<file path="src/rtl/ps2_pkg.sv">
// Shared PS/2 host-transmit types: FSM states, frame layout, timing defaults and command bytes.
package ps2_pkg;

  localparam int unsigned PS2_INHIBIT_CYCLES = 6000;
  localparam int unsigned PS2_TIMEOUT_CYCLES = 750000;
  localparam int unsigned PS2_FRAME_W        = 9;

  localparam logic [7:0] PS2_CMD_SET_LEDS = 8'hED;
  localparam logic [7:0] PS2_CMD_RESET    = 8'hFF;
  localparam logic [7:0] PS2_CMD_ENABLE   = 8'hF4;

  typedef enum logic [3:0] {
    ST_IDLE,
    ST_INHIBIT,
    ST_REQ,
    ST_DATA,
    ST_STOP,
    ST_ACK,
    ST_WAIT_IDLE,
    ST_DONE,
    ST_ERROR
  } ps2_tx_state_e;

  // Bits leave the host LSB first: data[0] is frame bit 0, parity is frame bit 8.
  typedef struct packed {
    logic       parity;
    logic [7:0] data;
  } ps2_frame_t;

  function automatic ps2_frame_t ps2_make_frame(input logic [7:0] data);
    ps2_frame_t f;
    f.parity = ~^data;
    f.data   = data;
    return f;
  endfunction

endpackage

</file>
<file path="src/rtl/ps2_line_sync.sv">
// Two-flop synchronisers for the raw PS/2 clock and data pins, plus a one-cycle
// strobe when the synchronised clock falls.
module ps2_line_sync (
  input  logic clk,
  input  logic rst,
  input  logic clk_pin,
  input  logic dat_pin,
  output logic clk_sync,
  output logic dat_sync,
  output logic clk_fall
);

  logic clk_meta;
  logic dat_meta;

  // Reset to the idle-bus level so leaving reset never looks like a falling edge.
  always_ff @(posedge clk or posedge rst) begin
    if (rst) begin
      clk_meta <= 1'b1;
      clk_sync <= 1'b1;
      dat_meta <= 1'b1;
      dat_sync <= 1'b1;
      clk_fall <= 1'b0;
    end else begin
      clk_meta <= clk_pin;
      clk_sync <= clk_meta;
      dat_meta <= dat_pin;
      dat_sync <= dat_meta;
      clk_fall <= clk_sync & ~clk_meta;
    end
  end

endmodule

</file>
<file path="src/rtl/ps2_host_tx.sv">
// Host-to-device PS/2 command transmitter (open-drain enables; the board wrapper ties
// PS2_CLK/PS2_DAT to 1'b0 when the matching _oe is 1, else 1'bz).
// Optional watchdog: define PS2_TX_TIMEOUT_EN.
module ps2_host_tx
  import ps2_pkg::*;
#(
  parameter int unsigned INHIBIT_CYCLES = PS2_INHIBIT_CYCLES
`ifdef PS2_TX_TIMEOUT_EN
  , parameter int unsigned TIMEOUT_CYCLES = PS2_TIMEOUT_CYCLES
`endif
) (
  input  logic       CLOCK_50,
  input  logic       reset,
  input  logic [7:0] tx_data,
  input  logic       tx_valid,
  output logic       tx_ready,
  output logic       busy,
  output logic       tx_done,
  output logic       tx_error,
  input  logic       ps2_clk_in,
  input  logic       ps2_dat_in,
  output logic       ps2_clk_oe,
  output logic       ps2_dat_oe
);

  localparam int unsigned INH_W = $clog2(INHIBIT_CYCLES + 1);
  localparam int unsigned BIT_W = $clog2(PS2_FRAME_W);
`ifdef PS2_TX_TIMEOUT_EN
  localparam int unsigned WD_W  = $clog2(TIMEOUT_CYCLES + 1);
`endif

  ps2_tx_state_e            state;
  ps2_frame_t               frame;
  logic [PS2_FRAME_W-1:0]   frame_bits;
  logic [BIT_W-1:0]         bit_cnt;
  logic [INH_W-1:0]         inhibit_cnt;
  logic                     clk_sync;
  logic                     dat_sync;
  logic                     clk_fall;
`ifdef PS2_TX_TIMEOUT_EN
  logic [WD_W-1:0]          wd_cnt;
`endif

  assign frame_bits = frame;

  ps2_line_sync u_sync (
    .clk      (CLOCK_50),
    .rst      (reset),
    .clk_pin  (ps2_clk_in),
    .dat_pin  (ps2_dat_in),
    .clk_sync (clk_sync),
    .dat_sync (dat_sync),
    .clk_fall (clk_fall)
  );

  // Transfer sequencer; every output is a register so the pins never glitch.
  always_ff @(posedge CLOCK_50 or posedge reset) begin
    if (reset) begin
      state       <= ST_IDLE;
      frame       <= '0;
      bit_cnt     <= '0;
      inhibit_cnt <= '0;
      tx_ready    <= 1'b1;
      busy        <= 1'b0;
      tx_done     <= 1'b0;
      tx_error    <= 1'b0;
      ps2_clk_oe  <= 1'b0;
      ps2_dat_oe  <= 1'b0;
`ifdef PS2_TX_TIMEOUT_EN
      wd_cnt      <= '0;
`endif
    end else begin
      tx_done  <= 1'b0;
      tx_error <= 1'b0;

      case (state)
        ST_IDLE: begin
          inhibit_cnt <= '0;
          if (tx_valid) begin
            frame      <= ps2_make_frame(tx_data);
            state      <= ST_INHIBIT;
            tx_ready   <= 1'b0;
            busy       <= 1'b1;
            ps2_clk_oe <= 1'b1;
            ps2_dat_oe <= 1'b0;
          end
        end

        ST_INHIBIT: begin
          if (inhibit_cnt == INH_W'(INHIBIT_CYCLES - 1)) begin
            state      <= ST_REQ;
            ps2_clk_oe <= 1'b0;
            ps2_dat_oe <= 1'b1;
            bit_cnt    <= '0;
          end else begin
            inhibit_cnt <= inhibit_cnt + INH_W'(1);
          end
        end

        // The request-to-send fall delivers data bit 0; later falls walk up to parity.
        ST_REQ, ST_DATA: begin
          if (clk_fall) begin
            ps2_dat_oe <= ~frame_bits[bit_cnt];
            bit_cnt    <= bit_cnt + BIT_W'(1);
            state      <= (bit_cnt == BIT_W'(PS2_FRAME_W - 1)) ? ST_STOP : ST_DATA;
          end
        end

        ST_STOP: begin
          if (clk_fall) begin
            ps2_dat_oe <= 1'b0;
            state      <= ST_ACK;
          end
        end

        ST_ACK: begin
          if (clk_fall) begin
            if (dat_sync) begin
              state      <= ST_ERROR;
              tx_error   <= 1'b1;
              ps2_clk_oe <= 1'b0;
              ps2_dat_oe <= 1'b0;
            end else begin
              state <= ST_WAIT_IDLE;
            end
          end
        end

        ST_WAIT_IDLE: begin
          if (clk_sync && dat_sync) begin
            state   <= ST_DONE;
            tx_done <= 1'b1;
          end
        end

        ST_DONE, ST_ERROR: begin
          state    <= ST_IDLE;
          tx_ready <= 1'b1;
          busy     <= 1'b0;
        end

        default: begin
          state      <= ST_IDLE;
          tx_ready   <= 1'b1;
          busy       <= 1'b0;
          ps2_clk_oe <= 1'b0;
          ps2_dat_oe <= 1'b0;
        end
      endcase

`ifdef PS2_TX_TIMEOUT_EN
      // Watchdog wins over any same-cycle progress so done and error stay exclusive.
      if (state inside {ST_REQ, ST_DATA, ST_STOP, ST_ACK, ST_WAIT_IDLE}) begin
        if (wd_cnt == WD_W'(TIMEOUT_CYCLES - 1)) begin
          state      <= ST_ERROR;
          tx_done    <= 1'b0;
          tx_error   <= 1'b1;
          ps2_clk_oe <= 1'b0;
          ps2_dat_oe <= 1'b0;
          wd_cnt     <= '0;
        end else begin
          wd_cnt <= wd_cnt + WD_W'(1);
        end
      end else begin
        wd_cnt <= '0;
      end
`endif
    end
  end

endmodule

</file>
<file path="config.mk">
export PLATFORM = sky130hd
export DESIGN_NAME = ps2_host_tx
export DESIGN_NICKNAME = d
export VERILOG_FILES = /design/src/rtl/ps2_pkg.sv /design/src/rtl/ps2_line_sync.sv /design/src/rtl/ps2_host_tx.sv
export SDC_FILE = /design/constraint.sdc
export NUM_CORES = 1
export LEC_CHECK = 0
export ABC_AREA = 0
export CAP_MARGIN = 20
export CORE_AREA = 4 4 71 73
export DETAILED_ROUTE_END_ITERATION = 12
export DIE_AREA = 0 0 75 77
export GPL_TIMING_DRIVEN = 0
export MAX_ROUTING_LAYER = met4
export PLACE_DENSITY_LB_ADDON = 0.1
export SKIP_CTS_REPAIR_TIMING = 1
export SLEW_MARGIN = 20
export SYNTH_ARGS = -nofsm -noshare
export SYNTH_HDL_FRONTEND = slang
export SYNTH_SLANG_ARGS = --single-unit
</file>
<file path="constraint.sdc">
create_clock -name CLOCK_50 -period 1.9 [get_ports CLOCK_50]
set_input_delay 0.19 -clock CLOCK_50 [delete_from_list [all_inputs] [get_ports CLOCK_50]]
set_output_delay 0.19 -clock CLOCK_50 [all_outputs]
set_load 0.01 [all_outputs]
</file>
After elaboration in Yosys (flattened, before gate mapping)
Cells that the tools add are included.

$add $sub $neg: 2. Magnitude comparators: 1. Eq/ne operators: 18. Muxes and demuxes: 33. Bitwise operators: 6. Reductions and logical operators: 16.

Operators with widths (number): 4-bit two-way mux (9); 13-bit one-hot mux with 2 select lines (1); 4-bit one-hot mux with 6 select lines (1); 4-bit by 3-bit equality test with 1-bit output, second input constant (4); 1-bit two-way mux (14); 13-bit by 1-bit adder with 13-bit output, second input constant (1); 13-bit equality test, second input constant (1); 13-bit two-way mux (1); 6-bit OR reduction (2); 4-bit by 2-bit equality test with 1-bit output, second input constant (2); 4-bit equality test, second input constant (2); 2-bit by 1-bit != test with 1-bit output, second input constant (4); 2-bit != test, second input constant (4); 4-bit one-hot mux with 2 select lines (1); 8-bit XNOR reduction (1); 7-bit AND reduction (1); 1-bit one-hot mux with 6 select lines (1); 2-bit AND reduction (3); 6-bit AND reduction (1); 4-bit by 5-bit less-than comparator with 1-bit output, second input constant (1); 1-bit NOT (5); 5-bit AND reduction (1); 4-bit by 1-bit adder with 4-bit output, second input constant (1); 1-bit binary-select mux with 4-bit select (1); other kinds (11) (13).

Bits in registers: 41. Output and inout port bits: 6. Word-level logic and storage cells: 92.

Depth between registers and ports, before layout
Depth after elaboration: 5. Depth in mapped cells: 7.

Cells and area by module
Synthesis repeated with hierarchy kept, for this count alone.

Cell total of the unflattened synthesis: 214. Area, all modules: 2238.4 sq um.

Modules (own cells, without submodules): ps2_host_tx (times used 1, cells an instance 207, area an instance 2090.8 sq um); ps2_line_sync (times used 1, cells an instance 7, area an instance 147.6 sq um).

Least setup slack after synthesis
OpenSTA, ideal clock, no wires.

Kind: reg-to-reg. Start: reg inhibit_cnt[4]. End: reg state[2]. Library setup time: 0.125 ns. Data arrival time: 1.898 ns. Data required time: 1.775 ns. Path slack: -0.123 ns. Cell stages (with the launch flop): 6. Clock period less this slack: 2.023 ns. Cell sequence: dfrtp_1 > or4b_4 > nor4_4 > o211ai_2 > o21bai_4 > mux2_4.

Cells in the longest elaborated chain, start to end: 3.

Ends and longest elaborated chain: start, declared (RTL line ps2_host_tx.sv:36) `logic [INH_W-1:0] inhibit_cnt;`; start signal, assigned (RTL line ps2_host_tx.sv:96) `inhibit_cnt <= inhibit_cnt + INH_W'(1);`; 13-bit equality test (RTL line ps2_host_tx.sv:90) `if (inhibit_cnt == INH_W'(INHIBIT_CYCLES - 1)) begin`; 2-bit != test (no source line); 6-bit AND reduction (no source line); end signal, assigned (RTL line ps2_host_tx.sv:105) `state <= (bit_cnt == BIT_W'(PS2_FRAME_W - 1)) ? ST_STOP : ST_DATA;`; end, declared (RTL line ps2_host_tx.sv:32) `ps2_tx_state_e state;`.

Every way passes these cells. A chain may end at the register's enable or synchronous reset.

Final worst setup path
Start: reg inhibit_cnt[11]. End: reg state[2].

The elaborated chain is that of the path after synthesis.

==> run_results.csv <==
group,metric,value,unit
cells_and_area,design_area,2756,um^2
power,ir_worst_vdd,0.7372,mV
power,powerDensity,1300,nW/um^2
cells_and_area,stdcell_count,305,
global_routing,grt_pass1_vias,1581,
logic_synthesis,syn_area,2200,um^2
detailed_routing,vias_per_cell,5.485,
placed_design,port-buffer-count,18,
global_routing,antenna_found_initial,0,
timing,worstMarginPinSlew,435.0,ps
floorplan,rows,24,
logic_synthesis,ys_warn_count,0,
timing,slew_violations,0,
detailed_routing,wirelength,4387,um
cts,tritoncts,"done",
cts,cts.path.max_buffers,2,
hold_path,hold_class,"input port to async pin",
power,power.leakage,1.191,nW
logic_synthesis,syn-num-nets,230,
timing,finalHoldViolCount,0,
logic_synthesis,syn-instance-count,214,
global_routing,track_usage,0.1700,
timing,fin_skew,10.30,ps
placed_design,post-place-ws,-368.1,ps
logic_synthesis,synth_cell_types,49,
detailed_routing,wl_per_cell,14.38,um
detailed_routing,drc,0,
global_routing,grt_pass1_wl,7438,um
timing,relSlewSlack,0.7100,
floorplan,die_w,75,um
cells_and_area,layout_commonest_cell,"dfrtp_1",
timing,setup_ws,-264.3,ps
setup_path,cp-start-kind,"flip-flop",
placed_design,post-place-cells,285,
setup_path,worstPathMaxFanout,4,
setup_path,worstPathRequired,2080,ps
floorplan,pin_count,19,
cts,clk_latency,300,ps
setup_path,cp.arrival,2340,ps
timing,whs,160.7,ps
cts,cts_root_buf,"clkbuf_8",
job,cap_violations,0,
floorplan,start_util,0.5052,
cells_and_area,multi_input_area,1172,um^2
placed_design,post_dp_cell_area,2470,um^2
logic_synthesis,avgSynthCellArea,10.28,um^2
cells_and_area,ff_latch_area,1033,um^2
logic_synthesis,synth_top_area_frac,0.4096,
timing,max_clock_freq,0.4620,GHz
cells_and_area,final_cell_mix,"35 x dfrtp_1, 22 x nor2_1, 18 x clkdlybuf4s50_1, 16 x nand2_1, 13 x xnor2_1",
cts,clk_pin_slew_worst_paths,80,ps
detailed_routing,vias,1673,
logic_synthesis,yosysSeqAreaShare,0.4693,
logic_synthesis,synth_seq_cells,41,
placed_design,gp_congestion,0.8100,
floorplan,die_h,77,um
setup_path,critPathKind,"flip-flop to flip-flop",
logic_synthesis,synth_area_leaders,"dfrtp_1 41%, dfstp_2 6.0%, xnor2_1 5.2%, mux2_2 5.1%, nor2_1 4.1%",
timing,fin_setup_tns,-1217,ps
floorplan,dieArea,5775,um^2
power,total_power,3.582,mW
global_routing,grt_overflow,0,
timing,layout_min_cycle_time,2164,ps
cells_and_area,fillers,350,
timing,finalCritPeriodShare,1.139,
cells_and_area,diodes,0,
logic_synthesis,synth_top_cell_by_area,"dfrtp_1",
cts,htreeDepth,2,
timing,rsz0062_at_grt,"yes",
global_routing,grt_max_degree,29,
detailed_routing,firstDrtPassIters,4,
outcome,status,"finished, violations left",
cells_and_area,drive_gt1_frac,0.2569,
detailed_routing,ant_nets,0,
placed_design,hpwl,3116,um
cells_and_area,fin_nets,268,
cells_and_area,fin_util,0.6330,
cells_and_area,syn_to_final_growth,25.31,%
setup_path,critPathCaptureType,"flip-flop",
cts,numCtsBuffers,5,
detailed_routing,drtIter0Drc,65,
floorplan,coreArea,4354,um^2
timing,setup_viol,11,
outcome,violations,"setup timing",
cts,clock-sinks,41,
## per-layer routing
layer / share of wire / global-route usage
met1: 0.47 / 0.2273
met2: 0.48 / 0.2517
met3: 0.037 / 0.04444
met4: 0.013 / 0.05160
met5: 0 / -
## area by class of cell
| cell class | count | area share |
|---|---|---|
| well taps | 52 | 0.02360 |
| clock inverters | 2 | 0.01271 |
| multi-input cells | 156 | 0.4253 |
| plain buffers | 9 | 0.01952 |
| inverters | 8 | 0.01089 |
| flip-flops and latches | 41 | 0.3749 |
| clock buffers | 6 | 0.02633 |
| repair buffers | 31 | 0.1067 |
## cell usage after synthesis, drive strengths merged
| master | instances |
|---|---|
| nor3 | 7 |
| or2 | 1 |
| and3b | 2 |
| o21ai | 14 |
| nand3 | 8 |
| and3 | 4 |
| a22oi | 2 |
| nor2 | 25 |
| xor2 | 4 |
| a21oi | 10 |
| nor4 | 4 |
| nor4bb | 1 |
| o221a | 1 |
| nor3b | 3 |
| mux2 | 11 |
| dfstp | 5 |
| a211o | 1 |
| or4b | 3 |
| o211ai | 2 |
| a32oi | 1 |
| buf | 3 |
| xnor2 | 13 |
| inv | 8 |
| and2b | 1 |
| ha | 3 |
| mux4 | 2 |
| nor2b | 2 |
| and4b | 2 |
| clkbuf | 6 |
| mux2i | 1 |
| or3 | 3 |
| or4 | 1 |
| or2b | 2 |
| nand2b | 1 |
| o21bai | 2 |
| a31o | 1 |
| o21a | 1 |
| nand2 | 16 |
| o31ai | 1 |
| dfrtp | 36 |
## worst paths after layout
kind	from	endpoint	slack [ps]	cells after the start
worst max-delay path	inhibit_cnt[11]	state[2]	-260	5
worst min-delay path	reset	u_sync.clk_fall	160	2
worst max register to register	inhibit_cnt[11]	state[2]	-260	5
worst min register to register	u_sync.dat_meta	u_sync.dat_sync	360	0
max in group asynchronous	reset	bit_cnt[1]	1300	3
min in group CLOCK_50	ps2_dat_in	u_sync.dat_meta	300	1
## registers in the layout, indices dropped and copies added, names as in the netlist
name,count
frame,9
inhibit_cnt,13
tx_ready,1
tx_done,1
state,4
ps2_dat_oe,1
tx_error,1
bit_cnt,4
u_sync.dat_sync,1
u_sync.clk_sync,1
u_sync.clk_meta,1
u_sync.clk_fall,1
busy,1
u_sync.dat_meta,1
ps2_clk_oe,1
## worst max-delay path, cell delays in order, from the launching register on
cell and delay, ps:
dfrtp_1 400, or4b_4 580, nor4_4 400, o211ai_2 160, o21bai_4 210, mux2_4 300
## power by group
| part | total, mW | switching [mW] | internal [mW] |
|---|---|---|---|
| sequential | 1.33 | 0.198 | 1.13 |
| clock | 0.692 | 0.302 | 0.390 |
| combinational | 1.57 | 0.778 | 0.787 |
| total | 3.58 | 1.28 | 2.30 |
## cells by family after synthesis
group | Yosys count | share of synthesized area
fa+ha+maj | 3 | 0.01707
simple gates | 86 | 0.2179
mux | 14 | 0.08305
xor+xnor | 17 | 0.06769
flops | 41 | 0.4693
compound gates | 36 | 0.1087
buf+inv | 17 | 0.03640
Power figures use the tool's default switching activity.
